<file path="config.mk">
export PLATFORM = sky130hd
export DESIGN_NAME = adc128s022_responder_flat
export DESIGN_NICKNAME = d
export VERILOG_FILES = /design/src/rtl/adc128s022_responder_if.sv /design/src/rtl/adc128s022_responder.sv /design/src/flat_wrapper.sv
export SDC_FILE = /design/constraint.sdc
export NUM_CORES = 1
export LEC_CHECK = 0
export ABC_CLOCK_PERIOD_IN_PS = 1900
export BUFFER_PORTS_ARGS = -buffer_cell sky130_fd_sc_hd__buf_2
export CAP_MARGIN = 10
export CORE_ASPECT_RATIO = 1.4
export CORE_MARGIN = 2
export CORE_UTILIZATION = 55
export DETAILED_ROUTE_END_ITERATION = 10
export GPL_TIMING_DRIVEN = 0
export PLACE_DENSITY = 0.79
export SYNTH_ARGS = -nofsm -noshare
export SYNTH_HDL_FRONTEND = slang
export SYNTH_SLANG_ARGS = --single-unit
</file>
<file path="constraint.sdc">
create_clock -name clk_50 -period 1.9 [get_ports clk_50]
set_input_delay 0.19 -clock clk_50 [delete_from_list [all_inputs] [get_ports clk_50]]
set_output_delay 0.19 -clock clk_50 [all_outputs]
set_load 0.01 [all_outputs]
</file>
<file path="src/rtl/adc128s022_responder_if.sv">
// ADC128S022 SPI bus plus host channel-write port shared between the
// controller/host side (master) and the emulated ADC (slave).
interface adc128s022_responder_if;
  logic        adc_cs_n;
  logic        adc_sck;
  logic        din;
  logic        dout;
  logic        wr_en;
  logic [2:0]  wr_ch;
  logic [11:0] wr_data;

  modport master (
    output adc_cs_n, adc_sck, din, wr_en, wr_ch, wr_data,
    input  dout
  );

  modport slave (
    input  adc_cs_n, adc_sck, din, wr_en, wr_ch, wr_data,
    output dout
  );
endinterface

</file>
<file path="src/rtl/adc128s022_responder.sv">
// Emulated ADC128S022: oversamples the controller's SPI pins in clk_50 and
// returns host-loaded 12-bit channel values in the real chip's frame format.
module adc128s022_responder #(
  parameter int          SYNC_STAGES = 2,
  parameter logic [11:0] CH_RESET    = 12'd0
) (
  input  logic                  clk_50,
  input  logic                  rst,
  adc128s022_responder_if.slave bus,
  output logic                  frame_done,
  output logic [2:0]            last_ch,
  output logic [3:0]            bit_cnt
);

  typedef enum logic {IDLE, ACTIVE} state_t;

  logic [SYNC_STAGES-1:0] cs_sync_p0, sck_sync_p0, din_sync_p0;
  logic                   cs_d_p1, sck_d_p1;
  logic                   cs_s, sck_s, din_s;
  logic                   sck_rise, sck_fall, cs_fall, cs_rise;

  logic [11:0] ch_reg [8];

  state_t      state, state_n;
  logic [15:0] shift, shift_n;
  logic        dout_r, dout_n;
  logic [3:0]  cnt_n;
  logic [2:0]  cur_ch, cur_n, nxt_ch, nxt_n, last_n;
  logic        fd_n;
  logic        reload, reload_n;

  // Stage p0: pin synchronizers. CS resets low so a pin already low at
  // reset release cannot fake a falling edge; a real high-then-low is needed.
  always_ff @(posedge clk_50) begin
    if (rst) begin
      cs_sync_p0  <= '0;
      sck_sync_p0 <= '0;
    end else begin
      cs_sync_p0  <= {cs_sync_p0[SYNC_STAGES-2:0], bus.adc_cs_n};
      sck_sync_p0 <= {sck_sync_p0[SYNC_STAGES-2:0], bus.adc_sck};
    end
  end

  always_ff @(posedge clk_50) begin
    din_sync_p0 <= {din_sync_p0[SYNC_STAGES-2:0], bus.din};
  end

  assign cs_s  = cs_sync_p0[SYNC_STAGES-1];
  assign sck_s = sck_sync_p0[SYNC_STAGES-1];
  assign din_s = din_sync_p0[SYNC_STAGES-1];

  // Stage p1: delayed copies for one-cycle edge pulses
  always_ff @(posedge clk_50) begin
    if (rst) begin
      cs_d_p1  <= 1'b0;
      sck_d_p1 <= 1'b0;
    end else begin
      cs_d_p1  <= cs_s;
      sck_d_p1 <= sck_s;
    end
  end

  assign sck_rise = sck_s & ~sck_d_p1;
  assign sck_fall = ~sck_s & sck_d_p1;
  assign cs_fall  = ~cs_s & cs_d_p1;
  assign cs_rise  = cs_s & ~cs_d_p1;

  always_ff @(posedge clk_50) begin
    if (rst) begin
      for (int i = 0; i < 8; i++) ch_reg[i] <= CH_RESET;
    end else if (bus.wr_en) begin
      ch_reg[bus.wr_ch] <= bus.wr_data;
    end
  end

  always_comb begin
    state_n  = state;
    shift_n  = shift;
    dout_n   = dout_r;
    cnt_n    = bit_cnt;
    cur_n    = cur_ch;
    nxt_n    = nxt_ch;
    last_n   = last_ch;
    fd_n     = 1'b0;
    reload_n = reload;
    case (state)
      IDLE: begin
        dout_n   = 1'b0;
        cnt_n    = 4'd0;
        reload_n = 1'b0;
        if (cs_fall) begin
          shift_n = {4'b0, ch_reg[cur_ch]};
          dout_n  = shift_n[15];
          state_n = ACTIVE;
        end
      end
      ACTIVE: begin
        // CS release outranks a coincident SCK edge and aborts the frame
        if (cs_rise) begin
          state_n  = IDLE;
          dout_n   = 1'b0;
          cnt_n    = 4'd0;
          reload_n = 1'b0;
        end else begin
          if (sck_rise) begin
            cnt_n = 4'(bit_cnt + 4'd1);
            if (bit_cnt inside {4'd2, 4'd3, 4'd4}) nxt_n = {nxt_ch[1:0], din_s};
            if (bit_cnt == 4'd15) begin
              fd_n     = 1'b1;
              last_n   = cur_ch;
              cur_n    = nxt_ch;
              reload_n = 1'b1;
            end
          end
          if (sck_fall) begin
            if (reload) begin
              shift_n  = {4'b0, ch_reg[cur_ch]};
              reload_n = 1'b0;
            end else begin
              shift_n = {shift[14:0], 1'b0};
            end
            dout_n = shift_n[15];
          end
        end
      end
      default: state_n = IDLE;
    endcase
  end

  // Stage p2: frame state and registered dout
  always_ff @(posedge clk_50) begin
    if (rst) begin
      state      <= IDLE;
      dout_r     <= 1'b0;
      bit_cnt    <= 4'd0;
      cur_ch     <= 3'd0;
      nxt_ch     <= 3'd0;
      last_ch    <= 3'd0;
      frame_done <= 1'b0;
      reload     <= 1'b0;
    end else begin
      state      <= state_n;
      dout_r     <= dout_n;
      bit_cnt    <= cnt_n;
      cur_ch     <= cur_n;
      nxt_ch     <= nxt_n;
      last_ch    <= last_n;
      frame_done <= fd_n;
      reload     <= reload_n;
    end
  end

  always_ff @(posedge clk_50) begin
    shift <= shift_n;
  end

  assign bus.dout = dout_r;

endmodule

</file>
<file path="src/flat_wrapper.sv">
// flat-port wrapper written by rule: the top's interface ports become plain ports
module adc128s022_responder_flat 
#(
  parameter int          SYNC_STAGES = 2,
  parameter logic [11:0] CH_RESET    = 12'd0
)
  (clk_50, rst, frame_done, last_ch, bit_cnt, bus_adc_cs_n, bus_adc_sck, bus_din, bus_wr_en, bus_wr_ch, bus_wr_data, bus_dout);
  adc128s022_responder_if bus_i ();
  input  logic clk_50;
  input  logic rst;
  output logic frame_done;
  output logic [2:0] last_ch;
  output logic [3:0] bit_cnt;
  input wire logic [$bits(bus_i.adc_cs_n)-1:0] bus_adc_cs_n;
  input wire logic [$bits(bus_i.adc_sck)-1:0] bus_adc_sck;
  input wire logic [$bits(bus_i.din)-1:0] bus_din;
  input wire logic [$bits(bus_i.wr_en)-1:0] bus_wr_en;
  input wire logic [$bits(bus_i.wr_ch)-1:0] bus_wr_ch;
  input wire logic [$bits(bus_i.wr_data)-1:0] bus_wr_data;
  output wire logic [$bits(bus_i.dout)-1:0] bus_dout;
  assign bus_i.adc_cs_n = bus_adc_cs_n;
  assign bus_i.adc_sck = bus_adc_sck;
  assign bus_i.din = bus_din;
  assign bus_i.wr_en = bus_wr_en;
  assign bus_i.wr_ch = bus_wr_ch;
  assign bus_i.wr_data = bus_wr_data;
  assign bus_dout = bus_i.dout;
  adc128s022_responder #(.SYNC_STAGES(SYNC_STAGES), .CH_RESET(CH_RESET)) u_core (.clk_50(clk_50), .rst(rst), .bus(bus_i), .frame_done(frame_done), .last_ch(last_ch), .bit_cnt(bit_cnt));
endmodule
</file>
* After elaboration in Yosys (flattened, before gate mapping)
Memories as Yosys holds them, arrays and structs flattened. A register that Yosys moved wholly into a read port is not among the register bits.
Index checks and enable logic that the tools add are counted.
** Cells by class
- Add/sub/neg operators :: 1
- Eq/ne operators :: 9
- Muxes and demuxes :: 31
- Bitwise logic cells :: 11
- Reductions and logical operators :: 6
** Operators by type and width (number)
- two-way mux 15 bit :: 3
- one-hot mux 15 bit (2 select lines) :: 1
- two-way mux 1 bit :: 16
- two-way mux 16 bit :: 1
- two-way mux 12 bit :: 1
- OR reduction 12 bit :: 1
- two-way mux 3 bit :: 3
- == test 4 x 2 -> 1 bit, second input constant :: 2
- two-way mux 4 bit :: 2
- one-hot mux 4 bit (2 select lines) :: 1
- AND reduction 4 bit :: 2
- NOT 1 bit :: 7
- inequality test 3 x 1 -> 1 bit, second input constant :: 2
- one-hot mux 1 bit (2 select lines) :: 3
- adder 4 x 1 -> 4 bit, second input constant :: 1
- AND 1 bit :: 4
- == test 4 x 3 -> 1 bit, second input constant :: 1
- == test 4 bit, second input constant :: 1
- inequality test 2 x 1 -> 1 bit, second input constant :: 2
- OR reduction 4 bit :: 1
- AND reduction 3 bit :: 1
- nonzero test 3 bit :: 1
- inequality test 2 bit, second input constant :: 1
** Word-level totals
- Register bits :: 40
- Memory bits (writable) :: 96
- Input bits :: 21
- Logic and storage cells :: 73
- Memories :: 1
** Memories
- u_core.ch_reg :: words 8, bits a word 12, read ports 1, clocked after Yosys merged registers in 1, wr ports 8, line adc128s022_responder.sv:22 : logic [11:0] ch_reg [8];

* Longest topological paths before layout
- Depth after elaboration :: 7
- Gate-level depth with buffers :: 6
- Mapped depth without buffers :: 6

* Worst setup path before layout
Ideal clock, no wire load.
- Path type :: flip-flop to flip-flop
- From :: register u_core.cs_sync_p0[1]
- To :: register u_core.shift[0], enable pin
- Arrival time :: 1551 ps
- Required time :: 1492 ps
- Setup slack :: -59 ps
- Stages on the path, launching flop included :: 3
- Path buffers :: 0
- Period minus slack after synthesis :: 1959 ps
- Path through :: dfxtp_1 nand2b_1 o21ai_0
** On the way
- Longest elaborated chain between the ends :: 4
- Elaborated cells between the ends (all ways) :: 6
- Classes of those cells :: eq/ne (2); bitwise (3); reduce/logical (1)
** Ends and longest elaborated chain
- start: declaration :: line adc128s022_responder.sv:17 : logic [SYNC_STAGES-1:0] cs_sync_p0, sck_sync_p0, din_sync_p0;
- start signal: assignment :: line adc128s022_responder.sv:39 : cs_sync_p0 <= {cs_sync_p0[SYNC_STAGES-2:0], bus.adc_cs_n};
- NOT 1 bit :: line adc128s022_responder.sv:65 : assign cs_fall = ~cs_s & cs_d_p1;
- AND 1 bit :: line adc128s022_responder.sv:65
- inequality test 2 x 1 -> 1 bit (no line)
- AND reduction 3 bit (no line) *
- end signal: assignment :: line adc128s022_responder.sv:154 : shift <= shift_n;
- end: declaration :: line adc128s022_responder.sv:25 : logic [15:0] shift, shift_n;
Mark *: on every way between the ends. The rest lies on a longest branch, timed or not.
A chain may end at the register's enable or synchronous reset.

==> metrics <==
# IOs 30; CP endpoint kind flip-flop; Slew Limit Fails 0; final worst path period share 91.85%; Detailed Route Iter0 Violations 280; Setup violations, final 0; first-pass GRT wire length 19020 µm; Setup Skew 0.006919 ns; unrepaired setup endpoints after global routing no; Initial Util 55.98%; fin crit period 1.745 ns; area of the core between 10000 and 15000 µm²; die area roughly 12000 µm²; most common cell after layout, fill and taps aside edfxtp_1; # rows 45; gr ovfl total 0; HP Class in -> reg; worst vdd ir 0.6526 mV; Post-route DRC 0; max reg flops 96; clock sinks 139; die height 128.1 µm; diode count 0; share of cells above drive strength 1 around 18%; Synthesized Nets ~480; initial antenna violation count 0; nets@finish 533; CP cell instances and2_1, clkbuf_1, a22oi_1, nand2_1, o21ai_1; Crit Path Category reg -> reg; routability cong. approximately 0.76; CTS tree done; sequential area share after synthesis roughly 64%; Global Route Usage Sum 21.93%; total of max-cap violations 0; PortBufs 29; post-route ant nets 0; PD cells 984.6 nW/µm²; pre-CTS setup slack between 0.02 and 0.03 ns; setup repair bufs after CTS 0; post-route setup slack ~0.15 ns; Final Hold Viols 0; drt pass-1 iters 6; commonest cells after routing, fill and taps aside edfxtp_1 (111), and2_1 (100), mux2i_1 (51); root buf cell clkbuf_16; synth-to-layout area growth 15.30%; syn_area_per_cell 13.24 µm²; largest net degree at the start of global routing 17; vias in the first global route 3686; CTS Buf Count 17; leakage power 0.002536 µW; asr flop ratio synth 0%; crit-path max cell delay 0.46 ns; clk slew on worst S/H paths 0.06 ns; yosys warns 0; dpl hpwl 8222 µm; CP delay by family, top flip-flops; final setup TNS 0 ns; WL met1 4419 µm; Chip Width 92.66 µm; clk_lat worst skew 0.42 ns; Via density 5.410; Yosys reg bits 139; fmax 573.0 MHz; H-tree depth 4; Synth cell types 38; synthesized instance count ~460; Relative slew margins 61.19%; prevailing post-synth register cell edfxtp_1; met2 WL 6728 µm; Cell Area, Synth 6052 µm²; CP bufs+invs 1; met3 routed WL roughly 600 µm; CP max FO 10; WL final around 12000 µm; CP Data Arrival Time 1.89 ns; clk buf depth 2; DR WL/cell 18.14 µm; Critical-path top delay cell dfxtp_1; status finished, final reports clean; Slew @ Worst Pin 0.5749 ns; Crit path required time 2.05 ns; top layer reached by signal wires met4; startpoint types flip-flop; number of synthesized flops with an enable pin ~110; Vias between 3k and 4k
-- cell usage after synthesis (2+ instances only) --
| master | instances | area share [%] |
|---|---|---|
| a21oi_1 | 5 | 0.41 |
| inv_1 | 3 | 0.19 |
| buf_4 | 6 | 0.74 |
| nand3_1 | 4 | 0.33 |
| o21ai_0 | 4 | 0.33 |
| ha_1 | 3 | 0.62 |
| mux4_2 | 2 | 0.74 |
| or2_2 | 8 | 0.83 |
| nor3_1 | 2 | 0.17 |
| nor2b_1 | 11 | 1.1 |
| a22oi_1 | 22 | 2.7 |
| xor2_1 | 2 | 0.29 |
| o21ai_1 | 11 | 0.91 |
| nor2_4 | 3 | 0.56 |
| and2_1 | 100 | 10 |
| nand2b_1 | 5 | 0.52 |
| nor2_1 | 18 | 1.1 |
| and2b_1 | 2 | 0.25 |
| edfxtp_1 | 111 | 55 |
| mux2i_1 | 51 | 8.4 |
| buf_2 | 5 | 0.41 |
| nand2_1 | 26 | 1.6 |
| dfxtp_1 | 28 | 9.3 |
| clkbuf_1 | 9 | 0.56 |
| buf_6 | 3 | 0.56 |
-- worst register-to-register path, stage by stage (launching register included) --
cell and delay (ns):
dfxtp_1 0.46, and2_1 0.19, clkbuf_1 0.43, a22oi_1 0.19, nand2_1 0.14, o21ai_1 0.07
-- where the power goes --
group          internal [µW]  leakage [µW]  switching [µW]
Clock                   1820      0.000262            1310
Sequential              3430       0.00129            44.3
Combinational           94.5      0.000989             175
-- kinds of logic after synthesis --
group	after synthesis	share of synthesized area [%]
AO/OA/AOI/OAI	46	4.920
XOR/XNOR	3	0.4342
adder cells (fa/ha/maj)	3	0.6203
buffers and inverters	26	2.460
flip-flops	139	64.34
multiplexers	53	9.179
AND/OR/NAND/NOR	187	18.05
-- through the flow --
stage	hold slack (ns)	instance area, µm²	util (%)	total power (µW)	cells
3_3_place_gp	0.2939	6374	58.96	3777	627
2_1_floorplan	0.2177	6052	-	3678	457
4_1_cts	0.06742	6969	64.47	6906	662
6_report	0.07862	6978	64.55	6870	663
3_5_place_dp	0.2963	6374	58.96	3803	627
5_1_grt	0.07093	6978	64.55	7072	663
-- final cells by class --
cell class                      instances  area, µm²
Clock inverter                         15      140.1
Tap cell                              141      176.4
Inverter                                3      11.26
Buffer                                 23      138.9
Fill cell                             805       3832
Multi-Input combinational cell        292       2009
Clock buffer                           17      425.4
Sequential cell                       139       3894
Timing Repair Buffer                   33      182.7
-- per-layer routing --
layer / global-route usage, % / up-vias
met5: 0 / -
met1: 24.07 / 1722
li1: - / 1735
met2: 39.63 / 103
met3: 5.173 / 27
met4: 10.64 / 0
-- repair_timing --
action / 4_1_cts / 5_1_grt
hold buffers: 3 / 0
resized for setup: 0 / 2
hold endpoints to repair: 3 / 0
setup endpoints to repair: 0 / 1
-- worst paths after layout --
check / start / slack [ns] / to / cells after the start
setup reg to reg: flip-flop / 0.15 / u_core.shift[3]$_DFFE_PP_ / 5
hold reg to reg: u_core.din_sync_p0[0]$_DFF_P_ / 0.33 / u_core.din_sync_p0[1]$_DFF_P_ / 0
setup / recovery: flip-flop / 0.15 / u_core.shift[3]$_DFFE_PP_ / 5
hold / removal: rst / 0.08 / u_core.cs_d_p1$_SDFF_PP0_ / 2
Power figures use the tool's default switching activity.
